[config.mk]
export PLATFORM = sky130hd
export DESIGN_NAME = jt12_pcm_decim_flat
export DESIGN_NICKNAME = d
export VERILOG_FILES = /design/src/rtl/jt12_pcm_pkg.sv /design/src/rtl/jt12_pcm_decim_if.sv /design/src/rtl/jt12_pcm_decim_div.sv /design/src/rtl/jt12_pcm_decim.sv /design/src/flat_wrapper.sv
export SDC_FILE = /design/constraint.sdc
export NUM_CORES = 1
export LEC_CHECK = 0
export CAP_MARGIN = 20
export CORE_AREA = 2 2 67 132
export CTS_CLUSTER_SIZE = 25
export DETAILED_ROUTE_END_ITERATION = 10
export DIE_AREA = 0 0 69 134
export PLACE_DENSITY_LB_ADDON = 0.15
export SLEW_MARGIN = 10
export SYNTH_ARGS = -nofsm -noshare
export SYNTH_HDL_FRONTEND = slang
export SYNTH_HIERARCHICAL = 1
export SYNTH_SLANG_ARGS = --single-unit
[constraint.sdc]
create_clock -name clk -period 4.69 [get_ports clk]
set_input_delay 0.7035 -clock clk [delete_from_list [all_inputs] [get_ports clk]]
set_output_delay 0.7035 -clock clk [all_outputs]
set_load 0.05 [all_outputs]
[src/rtl/jt12_pcm_pkg.sv]
// jt12_pcm_pkg: shared widths, max sample count and divider state
// for the PCM boxcar decimator.
package jt12_pcm_pkg;

  localparam int DW_DEF    = 9;
  localparam int STEPW_DEF = 5;
  localparam int MAX_CNT   = (1 << STEPW_DEF) - 1;

  typedef enum logic [1:0] {
    IDLE,
    DIV,
    DONE
  } div_st_e;

  function automatic int calc_aw(input int dw, input int sw);
    return dw + sw;
  endfunction

endpackage

[src/rtl/jt12_pcm_decim_if.sv]
// jt12_pcm_decim_if: sample strobe, slow request and averaged output
// bundle between the mixer side and the decimator.
interface jt12_pcm_decim_if #(
  parameter int DW = 9
);

  logic                 cen55;
  logic signed [DW-1:0] pcmin;
  logic                 rd_req;
  logic signed [DW-1:0] pcmout;
  logic                 pcmout_valid;
  logic                 busy;

  modport master (
    output cen55, pcmin, rd_req,
    input  pcmout, pcmout_valid, busy
  );

  modport slave (
    input  cen55, pcmin, rd_req,
    output pcmout, pcmout_valid, busy
  );

endinterface

[src/rtl/jt12_pcm_decim_div.sv]
// jt12_pcm_decim_div: restoring unsigned divider, one quotient bit per
// clk; the first bit is resolved in the start cycle itself.
module jt12_pcm_decim_div
  import jt12_pcm_pkg::*;
#(
  parameter int AW    = 14,
  parameter int stepw = 5
) (
  input  logic             clk,
  input  logic             rst,
  input  logic             start,
  input  logic [AW-1:0]    a,
  input  logic [stepw-1:0] b,
  output logic [AW-1:0]    d,
  output logic             done,
  output logic             working
);

  localparam int CW = $clog2(AW);

  div_st_e          r_st;
  div_st_e          w_st_n;
  logic [stepw-1:0] r_rem;
  logic [stepw-1:0] r_b;
  logic [AW-1:0]    r_quo;
  logic [CW-1:0]    r_cnt;
  logic [stepw-1:0] w_rem_in;
  logic [stepw-1:0] w_b;
  logic [AW-1:0]    w_quo_in;
  logic [stepw:0]   w_t;
  logic [stepw-1:0] w_sub;
  logic             w_ge;
  logic [stepw-1:0] w_rem_n;
  logic [AW-1:0]    w_quo_n;

  assign w_rem_in = start ? '0 : r_rem;
  assign w_quo_in = start ? a : r_quo;
  assign w_b      = start ? b : r_b;

  // remainder stays below b, so the low stepw bits of t-b are exact
  assign w_t     = {w_rem_in, w_quo_in[AW-1]};
  assign w_ge    = w_t >= {1'b0, w_b};
  assign w_sub   = w_t[stepw-1:0] - w_b;
  assign w_rem_n = w_ge ? w_sub : w_t[stepw-1:0];
  assign w_quo_n = {w_quo_in[AW-2:0], w_ge};

  always_ff @(posedge clk) begin
    if (rst) r_st <= IDLE;
    else     r_st <= w_st_n;
  end

  always_comb begin
    w_st_n = r_st;
    unique case (r_st)
      IDLE:    w_st_n = IDLE;
      DIV:     if (r_cnt == CW'(1)) w_st_n = DONE;
      DONE:    w_st_n = IDLE;
      default: w_st_n = IDLE;
    endcase
    if (start) w_st_n = (b == '0) ? IDLE : DIV;
  end

  always_ff @(posedge clk) begin
    if (rst) begin
      r_rem <= '0;
      r_quo <= '0;
      r_b   <= '0;
      r_cnt <= '0;
    end else if (start) begin
      r_rem <= w_rem_n;
      r_quo <= w_quo_n;
      r_b   <= b;
      r_cnt <= CW'(AW - 1);
    end else if (r_st == DIV) begin
      r_rem <= w_rem_n;
      r_quo <= w_quo_n;
      r_cnt <= r_cnt - CW'(1);
    end
  end

  assign d       = r_quo;
  assign done    = r_st == DONE;
  assign working = r_st != IDLE;

endmodule

[src/rtl/jt12_pcm_decim.sv]
// jt12_pcm_decim: boxcar-average PCM decimator closed by rd_req edges.
// JT12_PCM_DECIM_ROUND_EN selects round-half-away-from-zero.
module jt12_pcm_decim
  import jt12_pcm_pkg::*;
#(
  parameter int DW    = DW_DEF,
  parameter int stepw = STEPW_DEF
) (
  input logic              clk,
  input logic              rst,
  jt12_pcm_decim_if.slave  bus
);

  localparam int AW = calc_aw(DW, stepw);
`ifdef JT12_PCM_DECIM_ROUND_EN
  localparam int DVW = AW + 1;
`else
  localparam int DVW = AW;
`endif

  logic                 r_last_rd;
  logic signed [AW-1:0] r_sum;
  logic [stepw-1:0]     r_n;
  logic                 r_sign;
  logic signed [DW-1:0] r_out;
  logic                 r_valid;
  logic                 w_edge;
  logic                 w_full;
  logic signed [AW-1:0] w_samp;
  logic [AW-1:0]        w_mag;
  logic [DVW-1:0]       w_a;
  logic [DVW-1:0]       w_d;
  logic                 w_done;
  logic                 w_working;
  logic [DW-1:0]        w_q;
  logic                 w_unused;

  assign w_edge = bus.rd_req && !r_last_rd;
  assign w_full = &r_n;
  assign w_samp = {{stepw{bus.pcmin[DW-1]}}, bus.pcmin};
  assign w_mag  = r_sum[AW-1] ? -r_sum : r_sum;

`ifdef JT12_PCM_DECIM_ROUND_EN
  assign w_a = {1'b0, w_mag} + DVW'(r_n >> 1);
`else
  assign w_a = w_mag;
`endif

  always_ff @(posedge clk) begin
    if (rst) begin
      r_last_rd <= 1'b0;
      r_sum     <= '0;
      r_n       <= '0;
      r_sign    <= 1'b0;
    end else begin
      r_last_rd <= bus.rd_req;
      if (w_edge) begin
        // a coincident sample opens the new window
        r_sign <= r_sum[AW-1];
        r_sum  <= bus.cen55 ? w_samp : '0;
        r_n    <= bus.cen55 ? stepw'(1) : '0;
      end else if (bus.cen55 && !w_full) begin
        r_sum <= r_sum + w_samp;
        r_n   <= r_n + stepw'(1);
      end
    end
  end

  jt12_pcm_decim_div #(
    .AW    (DVW),
    .stepw (stepw)
  ) u_div (
    .clk     (clk),
    .rst     (rst),
    .start   (w_edge),
    .a       (w_a),
    .b       (r_n),
    .d       (w_d),
    .done    (w_done),
    .working (w_working)
  );

  assign w_q      = w_d[DW-1:0];
  assign w_unused = ^w_d[DVW-1:DW];

  always_ff @(posedge clk) begin
    if (rst) begin
      r_out   <= '0;
      r_valid <= 1'b0;
    end else begin
      r_valid <= 1'b0;
      if (w_done && !w_edge) begin
        r_out   <= r_sign ? -w_q : w_q;
        r_valid <= 1'b1;
      end else if (w_edge && r_n == '0) begin
        r_valid <= 1'b1;
      end
    end
  end

  assign bus.pcmout       = r_out;
  assign bus.pcmout_valid = r_valid;
  assign bus.busy         = (w_edge && |r_n) || w_working;

endmodule
[src/flat_wrapper.sv]
// flat-port wrapper written by rule: the top's interface ports become plain ports
module jt12_pcm_decim_flat import jt12_pcm_pkg::*;
#(
  parameter int DW    = DW_DEF,
  parameter int stepw = STEPW_DEF
)
  (clk, rst, bus_cen55, bus_pcmin, bus_rd_req, bus_pcmout, bus_pcmout_valid, bus_busy);
  jt12_pcm_decim_if #(.DW(DW)) bus_i ();
  input logic clk;
  input logic rst;
  input wire logic [$bits(bus_i.cen55)-1:0] bus_cen55;
  input wire logic [$bits(bus_i.pcmin)-1:0] bus_pcmin;
  input wire logic [$bits(bus_i.rd_req)-1:0] bus_rd_req;
  output wire logic [$bits(bus_i.pcmout)-1:0] bus_pcmout;
  output wire logic [$bits(bus_i.pcmout_valid)-1:0] bus_pcmout_valid;
  output wire logic [$bits(bus_i.busy)-1:0] bus_busy;
  assign bus_i.cen55 = bus_cen55;
  assign bus_i.pcmin = bus_pcmin;
  assign bus_i.rd_req = bus_rd_req;
  assign bus_pcmout = bus_i.pcmout;
  assign bus_pcmout_valid = bus_i.pcmout_valid;
  assign bus_busy = bus_i.busy;
  jt12_pcm_decim #(.DW(DW), .stepw(stepw)) u_core (.clk(clk), .rst(rst), .bus(bus_i));
endmodule
Word-level counts from Yosys, hierarchy flattened. Index checks and enable logic that the tools add are counted.

Bits in registers: 61. Bits of input ports: 13. Output and inout port bits: 11. Logic and storage cells: 63.

Add/sub/neg operators: 6. $lt $le $gt $ge: 1. Eq/ne operators: 4. Multiplexer cells: 24. Reductions and logical operators: 16.

Operators by type and width (number): 2-to-1 mux 14 bit (7); 2-to-1 mux 5 bit (7); adder 14 x 9 -> 14 bit (1); negation 14 bit (1); 2-to-1 mux 9 bit (1); negation 9 bit (1); 2-to-1 mux 4 bit (2); greater-or-equal comparator 6 x 5 -> 1 bit (1); 2-to-1 mux 2 bit (3); nonzero test 2 bit (3); adder 5 x 1 -> 5 bit (second input constant) (1); logical AND 1 bit (5); logical NOT 5 bit (1); AND reduction 5 bit (1); OR reduction 5 bit (1); subtractor 5 bit (1); == test 4 x 1 -> 1 bit (second input constant) (1); 2-to-1 mux 1 bit (4); subtractor 4 x 1 -> 4 bit (second input constant) (1); logical NOT 1 bit (3); != test 3 bit (second input constant) (1); == test 2 x 1 -> 1 bit (second input constant) (1); == test 2 bit (second input constant) (1); OR reduction 2 bit (1); logical OR 1 bit (1).

Depth between registers and ports, before layout. Gate-level depths: netlist (run 1).

Depth after elaboration: 7. Mapped depth: 14. Mapped depth without buffers: 14.

Hierarchy. The synthesis (run 1) kept the hierarchy.

By module, submodules not included: jt12_pcm_decim (times used 1, cells an instance 293, area each 2318.5 µm², seq. area each 620.6 µm²); jt12_pcm_decim_div (times used 1, cells an instance 206, area each 1664.1 µm², seq. area each 600.6 µm²).

Worst setup path after synthesis (run 1). OpenSTA, ideal clock, no wires.

Path kind: input port to flip-flop. From: input port bus_rd_req. To: register u_core.u_div.r_rem[0]. Library setup time: 66 ps. Data arrival time: 3316 ps. Required time: 4624 ps. Path slack: 1308 ps. Stages on the path: 14. Path through: nand2b_1 clkbuf_1 inv_2 clkbuf_1 buf_4 mux2i_1 ha_1 inv_1 fa_1 a21oi_4 o22ai_2 o21a_1 a211o_1 a21oi_2.

Word-level cells in the longest chain between the ends: 6.

RTL lines: start, declared (line flat_wrapper.sv:13) `input wire logic [$bits(bus_i.rd_req)-1:0] bus_rd_req;`; logical AND 1 bit * (line jt12_pcm_decim.sv:38) `assign w_edge = bus.rd_req && !r_last_rd;`; named net u_core.w_edge (line jt12_pcm_decim.sv:27) `logic w_edge;`; 2-to-1 mux 14 bit, or another cell as far along (line jt12_pcm_decim_div.sv:37) `assign w_quo_in = start ? a : r_quo;`; subtractor 5 bit / greater-or-equal comparator 6 x 5 -> 1 bit (equally long branches) (line jt12_pcm_decim_div.sv:43, jt12_pcm_decim_div.sv:42); 2-to-1 mux 5 bit (line jt12_pcm_decim_div.sv:44) `assign w_rem_n = w_ge ? w_sub : w_t[stepw-1:0];`; 2-to-1 mux 5 bit (line jt12_pcm_decim_div.sv:74) `end else if (r_st == DIV) begin`; 2-to-1 mux 5 bit (line jt12_pcm_decim_div.sv:69) `end else if (start) begin`; end signal, assigned (line jt12_pcm_decim_div.sv:70) `r_rem <= w_rem_n;`; end signal, assigned (line jt12_pcm_decim_div.sv:75) `r_rem <= w_rem_n;`; end, declared (line jt12_pcm_decim_div.sv:23) `logic [stepw-1:0] r_rem;`.

The timed path passes the listed nets; every way through them passes the cells marked *. The select of a mux whose other input is x is not followed. A chain may end at the register's enable or synchronous reset.

Final worst setup path (run 1).
From: input port bus_rd_req. To: output port bus_busy.

Word-level cells in the longest chain between the ends: 3.

RTL lines: logical AND 1 bit (line jt12_pcm_decim.sv:38); logical AND 1 bit (line jt12_pcm_decim.sv:103) `assign bus.busy = (w_edge && |r_n) || w_working;`; logical OR 1 bit (line jt12_pcm_decim.sv:103); end, declared (line flat_wrapper.sv:16) `output wire logic [$bits(bus_i.busy)-1:0] bus_busy;`.

No other way between the ends.

==> results of run 1 <==
cell type report:
cell class / count / area share [%]
Clock buffer: 13 / 6.14
Clock inverter: 3 / 1.43
Inverter: 13 / 1.07
Multi-Input combinational cell: 398 / 56.3
Sequential cell: 61 / 26.7
Tap cell: 98 / 2.69
Timing Repair Buffer: 27 / 5.59
power groups by stage:
stage / clock network [mW] / registers (mW) / logic, mW
after floorplan: 0 / 0.596 / 0.306
after global placement: 0 / 0.610 / 0.367
after detailed placement: 0 / 0.611 / 0.373
after CTS: 0.768 / 0.600 / 0.376
after global routing: 0.792 / 0.606 / 0.420
final: 0.754 / 0.601 / 0.375
registers in the layout, indices dropped and copies added, names as in the netlist:
name	flops
u_core/r_sign	1
u_core/u_div/d	14
u_core/u_div/r_b	5
u_core/u_div/r_cnt	4
u_core/bus.pcmout_valid	1
u_core/r_last_rd	1
u_core/bus.pcmout	9
u_core/r_sum	14
u_core/u_div/r_rem	5
u_core/r_n	5
u_core/u_div/r_st	2
final timing paths:
check	startpoint	to	cells after the start
hold / removal	u_core/u_div/r_rem[0]	u_core/u_div/r_rem[0]	2
hold reg to reg	u_core/u_div/r_rem[0]	u_core/u_div/r_rem[0]	2
setup / recovery	bus_rd_req	bus_busy	5
setup reg to reg	u_core/r_sum[0]	u_core/u_div/r_rem[2]	13
logic make-up (layout without fill, tap and decap cells):
kind of cell | after synthesis | after routing | synth area share, %
adder cells (fa/ha/maj) | 27 | 27 | 8.86
XOR/XNOR | 36 | 36 | 7.92
AO/OA/AOI/OAI | 131 | 131 | 22.6
AND/OR/NAND/NOR | 195 | 195 | 23.0
buffers and inverters | 40 | 56 | 4.74
multiplexers | 9 | 9 | 2.29
flip-flops | 61 | 61 | 30.7
cells in the mapped netlist (all sizes together), types with 8 or more instances:
| cell type | count |
|---|---|
| xor2 | 15 |
| dfxtp | 61 |
| clkbuf | 16 |
| ha | 25 |
| nor2 | 60 |
| o21ai | 15 |
| a211oi | 10 |
| a21o | 10 |
| mux2i | 8 |
| nor2b | 10 |
| inv | 13 |
| buf | 11 |
| nand3 | 10 |
| xnor2 | 21 |
| nand2b | 12 |
| a21oi | 55 |
| nand2 | 71 |
routing by layer:
layer,track usage [%],up-vias
met1,22.5,1603
met5,0,-
met2,36.9,58
met3,3.38,15
met4,9.04,0
li1,-,1767
tightest hold or removal path, cell delays in order (launching register included):
cell	delay (ps)
sky130_fd_sc_hd__dfxtp_1	310
sky130_fd_sc_hd__nand2_1	70
sky130_fd_sc_hd__a21oi_2	60
per-stage QoR:
step / utilization [%] / instances
after global routing: 55.5 / 613
after global placement: 51.3 / 597
final: 55.5 / 613
after floorplan: - / 499
after detailed placement: 51.3 / 597
after CTS: 55.5 / 613
==> out/summary.txt, run 1 <==
antenna cells -> 0
number of synthesized register bits -> 61
combinational cell fraction of total power -> 21.7%
endpoints failing hold -> 0
critical path cell sequence -> clkdlybuf4s50_1 -> nand2b_1 -> buf_4 -> o21bai_1 -> clkdlybuf4s50_1
CTS H-Tree Depth -> 3
HPWL Detailed -> 6.46 mm
final cycle utilization of the critical path -> 68.5%
area share of the leading cell type in the synthesized netlist -> 30.7%
overflow left after global routing -> 0
global-route wire length before repair -> 15.3 mm
result of the run -> finished clean
data required time at the worst endpoint -> 3990 ps
Num CTS Buffers -> 9
number of DRC violations after detailed-routing iteration 0 -> 202
routed length on met1 -> 3.83 mm
kind of critical path -> in2out
post-cts gate resize count -> 0
sequential share of power -> 34.7%
number of buffers and inverters on the critical path -> 3
clock tree sinks -> 61
nature of the critical path endpoint -> primary output
Clk Latency, worst-skew pair -> 330 ps
largest cells by area after synthesis -> sky130_fd_sc_hd__dfxtp_1 (31%), sky130_fd_sc_hd__ha_1 (7.9%), sky130_fd_sc_hd__nand2_1 (6.6%)
synthesized netlist cell count -> 499
largest net degree at the start of global routing -> 51
Worst EP arrival -> 2510 ps
type of the most critical hold path -> reg2reg
area growth from synthesis to layout -> 14.6%
num ports -> 24
worst slack at placement -> 1180 ps
root buffer cell -> sky130_fd_sc_hd__clkbuf_16
syn_nets -> 539
GR Util All Layers -> 20.2%
GP Congestion -> 0.838
cell type with the highest occurrence count on the critical path -> sky130_fd_sc_hd__clkdlybuf4s50_1
number of DRC violations after detailed routing -> 0
final worst clock skew -> 8.79 ps
setup TNS -> 0 ps
routed wirelength normalized by instance count -> 14.7 um
effective utilization at floorplan -> 48.4%
critical path's largest stage delay -> 820 ps
RSZ-0062 raised after global routing -> no
ratio of routed vias to standard cells -> 5.62
overall die area -> 9250 um^2
Chip Height -> 134 um
first-pass detailed-route iteration total -> 6
share of synthesized registers carrying an async set or reset -> 0%
most common cell after layout, fill and taps aside -> sky130_fd_sc_hd__nand2_1
Die X -> 69 um
clk slew on worst S/H paths -> 50 ps
unique cell type count in the Yosys netlist -> 68
transition at the pin with the smallest max-transition slack -> 860 ps
total wirelength of the detailed-routed design -> 9.00 mm
cell area after synthesis -> 3980 um^2
R2R setup slack -> 1500 ps
Antenna Nets Post-Route -> 0
Final Power -> 1.73 mW
number of buffers inserted to repair setup after CTS -> 0
cell area reported after detailed placement -> 4220 um^2
fillers -> 787
Leak Pwr -> 1.79 nW
initial antenna violation count -> 0
Reg area -> 1220 um^2
metal2 WL -> 4.79 mm
Yosys Warn Count -> 6
count of input and output buffers -> 23
Via Count -> 3443
multi-input logic area -> 2570 um^2
Max VDD drop -> 0.210 mV
final max-slew violation count -> 0
final-layout worst hold slack -> 483 ps
count of max-cap constraint violations -> 0
cell with the biggest individual delay on the critical path -> sky130_fd_sc_hd__clkdlybuf4s50_1
sum of met3 wire segment lengths after detailed routing -> 203 um
top_reg_cell synth -> sky130_fd_sc_hd__dfxtp_1
Peak Freq -> 311 MHz
uppermost routed layer -> met4
TritonCTS clock tree -> yes
top cell family by delay on the critical path -> buffers and inverters
placeable core region -> 8230 um^2
shortest clock period the worst path allows after layout -> 3210 ps
Int Pwr -> 1.24 mW
Cell Rows -> 47
switch share -> 28.4%
ratio of cells with drive above 1 in the final layout -> 8.16%
cts-stage hold buffer count -> 0
average instance area after synthesis -> 7.98 um^2
Worst setup SP type -> input pin
finished layout cell area -> 4570 um^2
tightest slew margin relative to the limit -> 42.4%
most frequent cells in the layout -> sky130_fd_sc_hd__nand2_1 (70), sky130_fd_sc_hd__dfxtp_1 (61), sky130_fd_sc_hd__nor2_1 (58), sky130_fd_sc_hd__a21oi_1 (52), sky130_fd_sc_hd__ha_1 (25)
Finish-stage setup viols -> 0
via count of the first global-routing pass -> 3291
post-layout worst setup margin -> 1480 ps
Nets -> 550
power spent charging and discharging nets -> 0.491 mW
proportion of synthesized chip area in sequential cells -> 30.7%
power density over the cells -> 379 nW/um^2
cell type with the largest total area after synthesis -> sky130_fd_sc_hd__dfxtp_1
Post-synth EDFFs -> 0
proportion of power drawn by the clock network -> 43.6%
largest fanout on the critical path -> 19
maximum buffer depth of the clock tree -> 2
Power figures use the tool's default switching activity.
==> run 2, diff against run 1 <==
- clock period: 4.69 -> 3.4 ns (I/O delays scaled with it)
==> run 2 against run 1 <==
Total power increased by 26%. Critical path depth grew 8. First-iteration DRC count fell by 20%. Combinational power is 42% higher. Critical path type is now reg2reg. Highest routed layer unchanged.
==> out/summary.txt, run 2 (same netlist as run 1, synthesis figures left out) <==
result of the run -> finished clean
number of placed instances with taps included -> 602
TritonCTS clock tree -> yes
global-route wire length before repair -> 15.9 mm
CTS H-Tree Depth -> 3
effective utilization at floorplan -> 48.4%
count of input and output buffers -> 23
placeable core region -> 8230 um^2
post-layout worst setup margin -> 280 ps
Leak Pwr -> 1.78 nW
total wirelength of the detailed-routed design -> 9.00 mm
overflow left after global routing -> 0
clk slew on worst S/H paths -> 50 ps
Reg area -> 1220 um^2
Worst EP arrival -> 3340 ps
initial antenna violation count -> 0
Worst setup SP type -> flip-flop
num ports -> 24
Cell Rows -> 47
number of DRC violations after detailed routing -> 0
Finish-stage setup viols -> 0
setup TNS -> 0 ps
most frequent cells in the layout -> sky130_fd_sc_hd__nand2_1 (70), sky130_fd_sc_hd__dfxtp_1 (61), sky130_fd_sc_hd__nor2_1 (58), sky130_fd_sc_hd__a21oi_1 (52), sky130_fd_sc_hd__ha_1 (25)
final design utilization -> 55.0%
ratio of routed vias to standard cells -> 5.62
Max VDD drop -> 0.255 mV
endpoints failing hold -> 0
area growth from synthesis to layout -> 13.6%
via count of the first global-routing pass -> 3424
Chip Height -> 134 um
first-pass detailed-route iteration total -> 4
Peak Freq -> 321 MHz
data required time at the worst endpoint -> 3620 ps
RSZ-0062 raised after global routing -> no
largest fanout on the critical path -> 6
final-layout worst hold slack -> 475 ps
Via Count -> 3459
transition at the pin with the smallest max-transition slack -> 805 ps
count of max-cap constraint violations -> 0
type of the most critical hold path -> reg2reg
Antenna Nets Post-Route -> 0
fillers -> 797
most common cell after layout, fill and taps aside -> sky130_fd_sc_hd__nand2_1
post-cts gate resize count -> 0
worst slack at placement -> 245 ps
routed wirelength normalized by instance count -> 14.6 um
clock tree sinks -> 61
final max-slew violation count -> 0
HPWL Detailed -> 6.54 mm
largest net degree at the start of global routing -> 50
Num CTS Buffers -> 9
Nets -> 555
ratio of cells with drive above 1 in the final layout -> 8.49%
GR Util All Layers -> 20.7%
Die X -> 69 um
cts-stage hold buffer count -> 0
antenna cells -> 0
tightest slew margin relative to the limit -> 46.1%
number of DRC violations after detailed-routing iteration 0 -> 161
overall die area -> 9250 um^2
nature of the critical path endpoint -> flip-flop
maximum buffer depth of the clock tree -> 2
final instance count without filler cells -> 616
final cycle utilization of the critical path -> 91.8%
kind of critical path -> reg2reg
final worst clock skew -> 4.46 ps
root buffer cell -> sky130_fd_sc_hd__clkbuf_16
Clk Latency, worst-skew pair -> 330 ps
shortest clock period the worst path allows after layout -> 3120 ps
GP Congestion -> 0.848
power density over the cells -> 482 nW/um^2
multi-input logic area -> 2570 um^2
number of buffers inserted to repair setup after CTS -> 0
-- run 2: cell types whose count changed in the layout (fill, tap and decap cells not counted) --
cell,change
sky130_fd_sc_hd__buf_4,+5
sky130_fd_sc_hd__bufinv_16,-2
sky130_fd_sc_hd__clkbuf_1,+1
sky130_fd_sc_hd__clkbuf_8,-2
sky130_fd_sc_hd__clkinv_2,+1
-- run 2: area by class of cell --
| type | instances | share of cell area (%) |
|---|---|---|
| Inverter | 13 | 1.08 |
| Multi-Input combinational cell | 398 | 56.9 |
| Clock inverter | 2 | 0.221 |
| Sequential cell | 61 | 27.0 |
| Clock buffer | 12 | 5.67 |
| Timing Repair Buffer | 32 | 6.47 |
| Tap cell | 98 | 2.71 |
-- run 2: worst paths after layout --
check                                      startpoint               endpoint  slack, ps  depth (start not counted)
worst min register to register  u_core/u_div/r_rem[0]  u_core/u_div/r_rem[0]        480                          2
worst min-delay path            u_core/u_div/r_rem[0]  u_core/u_div/r_rem[0]        480                          2
worst max register to register        u_core/r_sum[0]  u_core/u_div/r_rem[4]        280                         13
worst max-delay path                  u_core/r_sum[0]  u_core/u_div/r_rem[4]        280                         13
-- run 2: power breakdown --
part           internal [mW]  switching (mW)
combinational          0.231           0.303
clock                  0.521           0.306
sequential             0.765          0.0566
-- run 2: stage by stage --
stage / area (um^2) / total power, mW
global placement: 4260 / 1.35
finish: 4520 / 2.18
detailed placement: 4260 / 1.36
floorplan: 3980 / 1.24
CTS: 4520 / 2.20
global route: 4520 / 2.30
-- run 2: critical path, cell delays in order, from the launching register on --
cell and delay [ps]:
sky130_fd_sc_hd__dfxtp_1 360, sky130_fd_sc_hd__nor3_1 200, sky130_fd_sc_hd__nand2_1 80, sky130_fd_sc_hd__or3_1 330, sky130_fd_sc_hd__or2_1 270, sky130_fd_sc_hd__nor4b_1 300
sky130_fd_sc_hd__mux2i_1 160, sky130_fd_sc_hd__ha_1 200, sky130_fd_sc_hd__inv_1 80, sky130_fd_sc_hd__fa_1 280, sky130_fd_sc_hd__a21o_1 160, sky130_fd_sc_hd__a21oi_1 80
sky130_fd_sc_hd__xor2_1 160, sky130_fd_sc_hd__a2111oi_2 350
-- run 2: per-layer routing --
metal / GRT usage [%] / vias up / part of all wire [%]
li1: - / 1785 / -
met1: 22.1 / 1600 / 40
met2: 39.3 / 57 / 55
met3: 3.46 / 17 / 2.7
met4: 8.61 / 0 / 2.1
met5: 0 / - / 0
==> run 3, diff against run 2 <==
- CORE_AREA: 2 2 67 132 -> 2 2 78 154
- CTS_BUF_LIST: default -> sky130_fd_sc_hd__clkbuf_8
- DIE_AREA: 0 0 69 134 -> 0 0 80 156
- SETUP_SLACK_MARGIN: default -> 0.05
==> run 3 against run 2 <==
Die area is 35% higher. Clock-buffer cell count is 2 lower. Sequential cell count stayed put. Fmax is 1.5% higher. Sequential share of layout area is 0.10 points lower. Highest routed layer unchanged. Combinational power is 2% higher. Clock power is 23% lower. First-iteration DRC count is 8.1% higher. Global-route usage is 3.9 points lower.
==> out/summary.txt, run 3 (same netlist as run 1, synthesis figures left out) <==
worst slack at placement -> 228 ps
Num CTS Buffers -> 9
overall die area -> 12500 um^2
largest fanout on the critical path -> 6
final cycle utilization of the critical path -> 90.4%
antenna cells -> 0
setup TNS -> 0 ps
number of placed instances with taps included -> 650
count of max-cap constraint violations -> 0
TritonCTS clock tree -> yes
critical register-to-register path endpoint -> u_core/u_div/r_rem[4]
count of input and output buffers -> 23
clock tree sinks -> 61
kind of critical path -> reg2reg
Die X -> 80 um
number of buffers inserted to repair setup after CTS -> 0
endpoints failing hold -> 0
global-route wire length before repair -> 16.6 mm
Finish-stage setup viols -> 0
effective utilization at floorplan -> 35.3%
Peak Freq -> 325 MHz
Worst setup SP type -> flip-flop
Leak Pwr -> 1.77 nW
ratio of routed vias to standard cells -> 5.28
Chip Height -> 156 um
post-cts gate resize count -> 0
final max-slew violation count -> 0
Nets -> 559
cts-stage hold buffer count -> 0
number of DRC violations after detailed routing -> 0
final instance count without filler cells -> 666
Max VDD drop -> 0.198 mV
cell count of the worst hold path -> 2
R2R setup slack -> 330 ps
GR Util All Layers -> 16.8%
data required time at the worst endpoint -> 3640 ps
total wirelength of the detailed-routed design -> 9.78 mm
Worst EP arrival -> 3320 ps
Final Power -> 2.00 mW
shortest clock period the worst path allows after layout -> 3070 ps
Via Count -> 3519
overflow left after global routing -> 0
tightest slew margin relative to the limit -> 47.4%
Cell Rows -> 55
number of DRC violations after detailed-routing iteration 0 -> 174
most frequent cells in the layout -> sky130_fd_sc_hd__nand2_1 (70), sky130_fd_sc_hd__dfxtp_1 (61), sky130_fd_sc_hd__nor2_1 (58), sky130_fd_sc_hd__a21oi_1 (52), sky130_fd_sc_hd__ha_1 (25)
final-layout worst hold slack -> 489 ps
HPWL Detailed -> 7.20 mm
initial antenna violation count -> 0
CTS H-Tree Depth -> 3
Worst R2R Start -> u_core/r_sum[1]
hold-critical path endpoint -> u_core/u_div/r_rem[0]
largest net degree at the start of global routing -> 49
most common cell after layout, fill and taps aside -> sky130_fd_sc_hd__nand2_1
Worst R2R Path Depth -> 13
area growth from synthesis to layout -> 14.0%
via count of the first global-routing pass -> 3485
maximum buffer depth of the clock tree -> 2
post-layout worst setup margin -> 326 ps
routed wirelength normalized by instance count -> 14.7 um
Clk Latency, worst-skew pair -> 350 ps
root buffer cell -> sky130_fd_sc_hd__clkbuf_8
power density over the cells -> 441 nW/um^2
final design utilization -> 40.2%
type of the most critical hold path -> reg2reg
startpoint of the worst hold path -> u_core/u_div/r_rem[0]
finished layout cell area -> 4540 um^2
transition at the pin with the smallest max-transition slack -> 778 ps
Antenna Nets Post-Route -> 0
clk slew on worst S/H paths -> 70 ps
fillers -> 1206
final worst clock skew -> 7.33 ps
num ports -> 24
nature of the critical path endpoint -> flip-flop
ratio of cells with drive above 1 in the final layout -> 9.92%
placeable core region -> 11300 um^2
first-pass detailed-route iteration total -> 4
cell area reported after detailed placement -> 4340 um^2
GP Congestion -> 0.804
result of the run -> finished clean
run 3: changes by cell type in the layout (fill, tap and decap cells not counted), sizes merged:
cell,change
buf,+5
clkbuf,-2
bufinv,+1
clkinvlp,+1
clkdlybuf4s50,-1
inv,+2
run 3: worst max-delay path: stages, from the launching register on:
cell and delay, ps:
sky130_fd_sc_hd__dfxtp_1 380, sky130_fd_sc_hd__nor3_1 190, sky130_fd_sc_hd__nand2_1 80, sky130_fd_sc_hd__or3_1 330, sky130_fd_sc_hd__or2_1 280, sky130_fd_sc_hd__nor4b_2 250, sky130_fd_sc_hd__mux2i_1 140, sky130_fd_sc_hd__ha_1 200
sky130_fd_sc_hd__inv_1 100, sky130_fd_sc_hd__fa_2 280, sky130_fd_sc_hd__a21oi_4 50, sky130_fd_sc_hd__o21bai_2 240, sky130_fd_sc_hd__nor2_1 100, sky130_fd_sc_hd__a2111oi_2 330
run 3: cell type report:
class | count | area (um^2) | share of cell area, %
inverter | 13 | 48.8 | 1.07
sequential | 61 | 1220 | 26.9
clock inverter | 6 | 55.1 | 1.21
multi-input combinational | 398 | 2580 | 56.8
tap | 142 | 178 | 3.91
clock buffer | 10 | 138 | 3.03
timing repair buffer | 36 | 320 | 7.05
run 3: how the worst max path moves through the flow:
| stage | startpoint | end | slack [ps] | cells past startpoint |
|---|---|---|---|---|
| after floorplan | bus_rd_req | u_core/u_div/r_rem[0] | 210 | 14 |
| after global placement | bus_pcmin[0] | u_core/r_sum[10] | 230 | 10 |
| after detailed placement | bus_pcmin[0] | u_core/r_sum[10] | 230 | 10 |
| after CTS | u_core/r_sum[1] | u_core/u_div/r_rem[4] | 210 | 13 |
| after global routing | u_core/r_sum[1] | u_core/u_div/r_rem[4] | -0.9 | 13 |
| final | u_core/r_sum[1] | u_core/u_div/r_rem[4] | 330 | 13 |
run 3: power breakdown:
part	total [mW]	internal, mW	switching (mW)	leakage (nW)
Sequential	0.820	0.763	0.0564	0.498
Combinational	0.544	0.236	0.309	1.17
Clock	0.637	0.350	0.286	0.105
Total	2.00	1.35	0.652	1.77
run 3: layer usage:
metal  up-vias  share of wire, %  track usage (%)  wire [um]
li1       1788                 -                -          -
met1      1643                40             18.4       3920
met2        64                54             29.9       5280
met3        24               2.7             3.13        263
met4         0               3.2             8.80        312
met5         -                 0                0          0
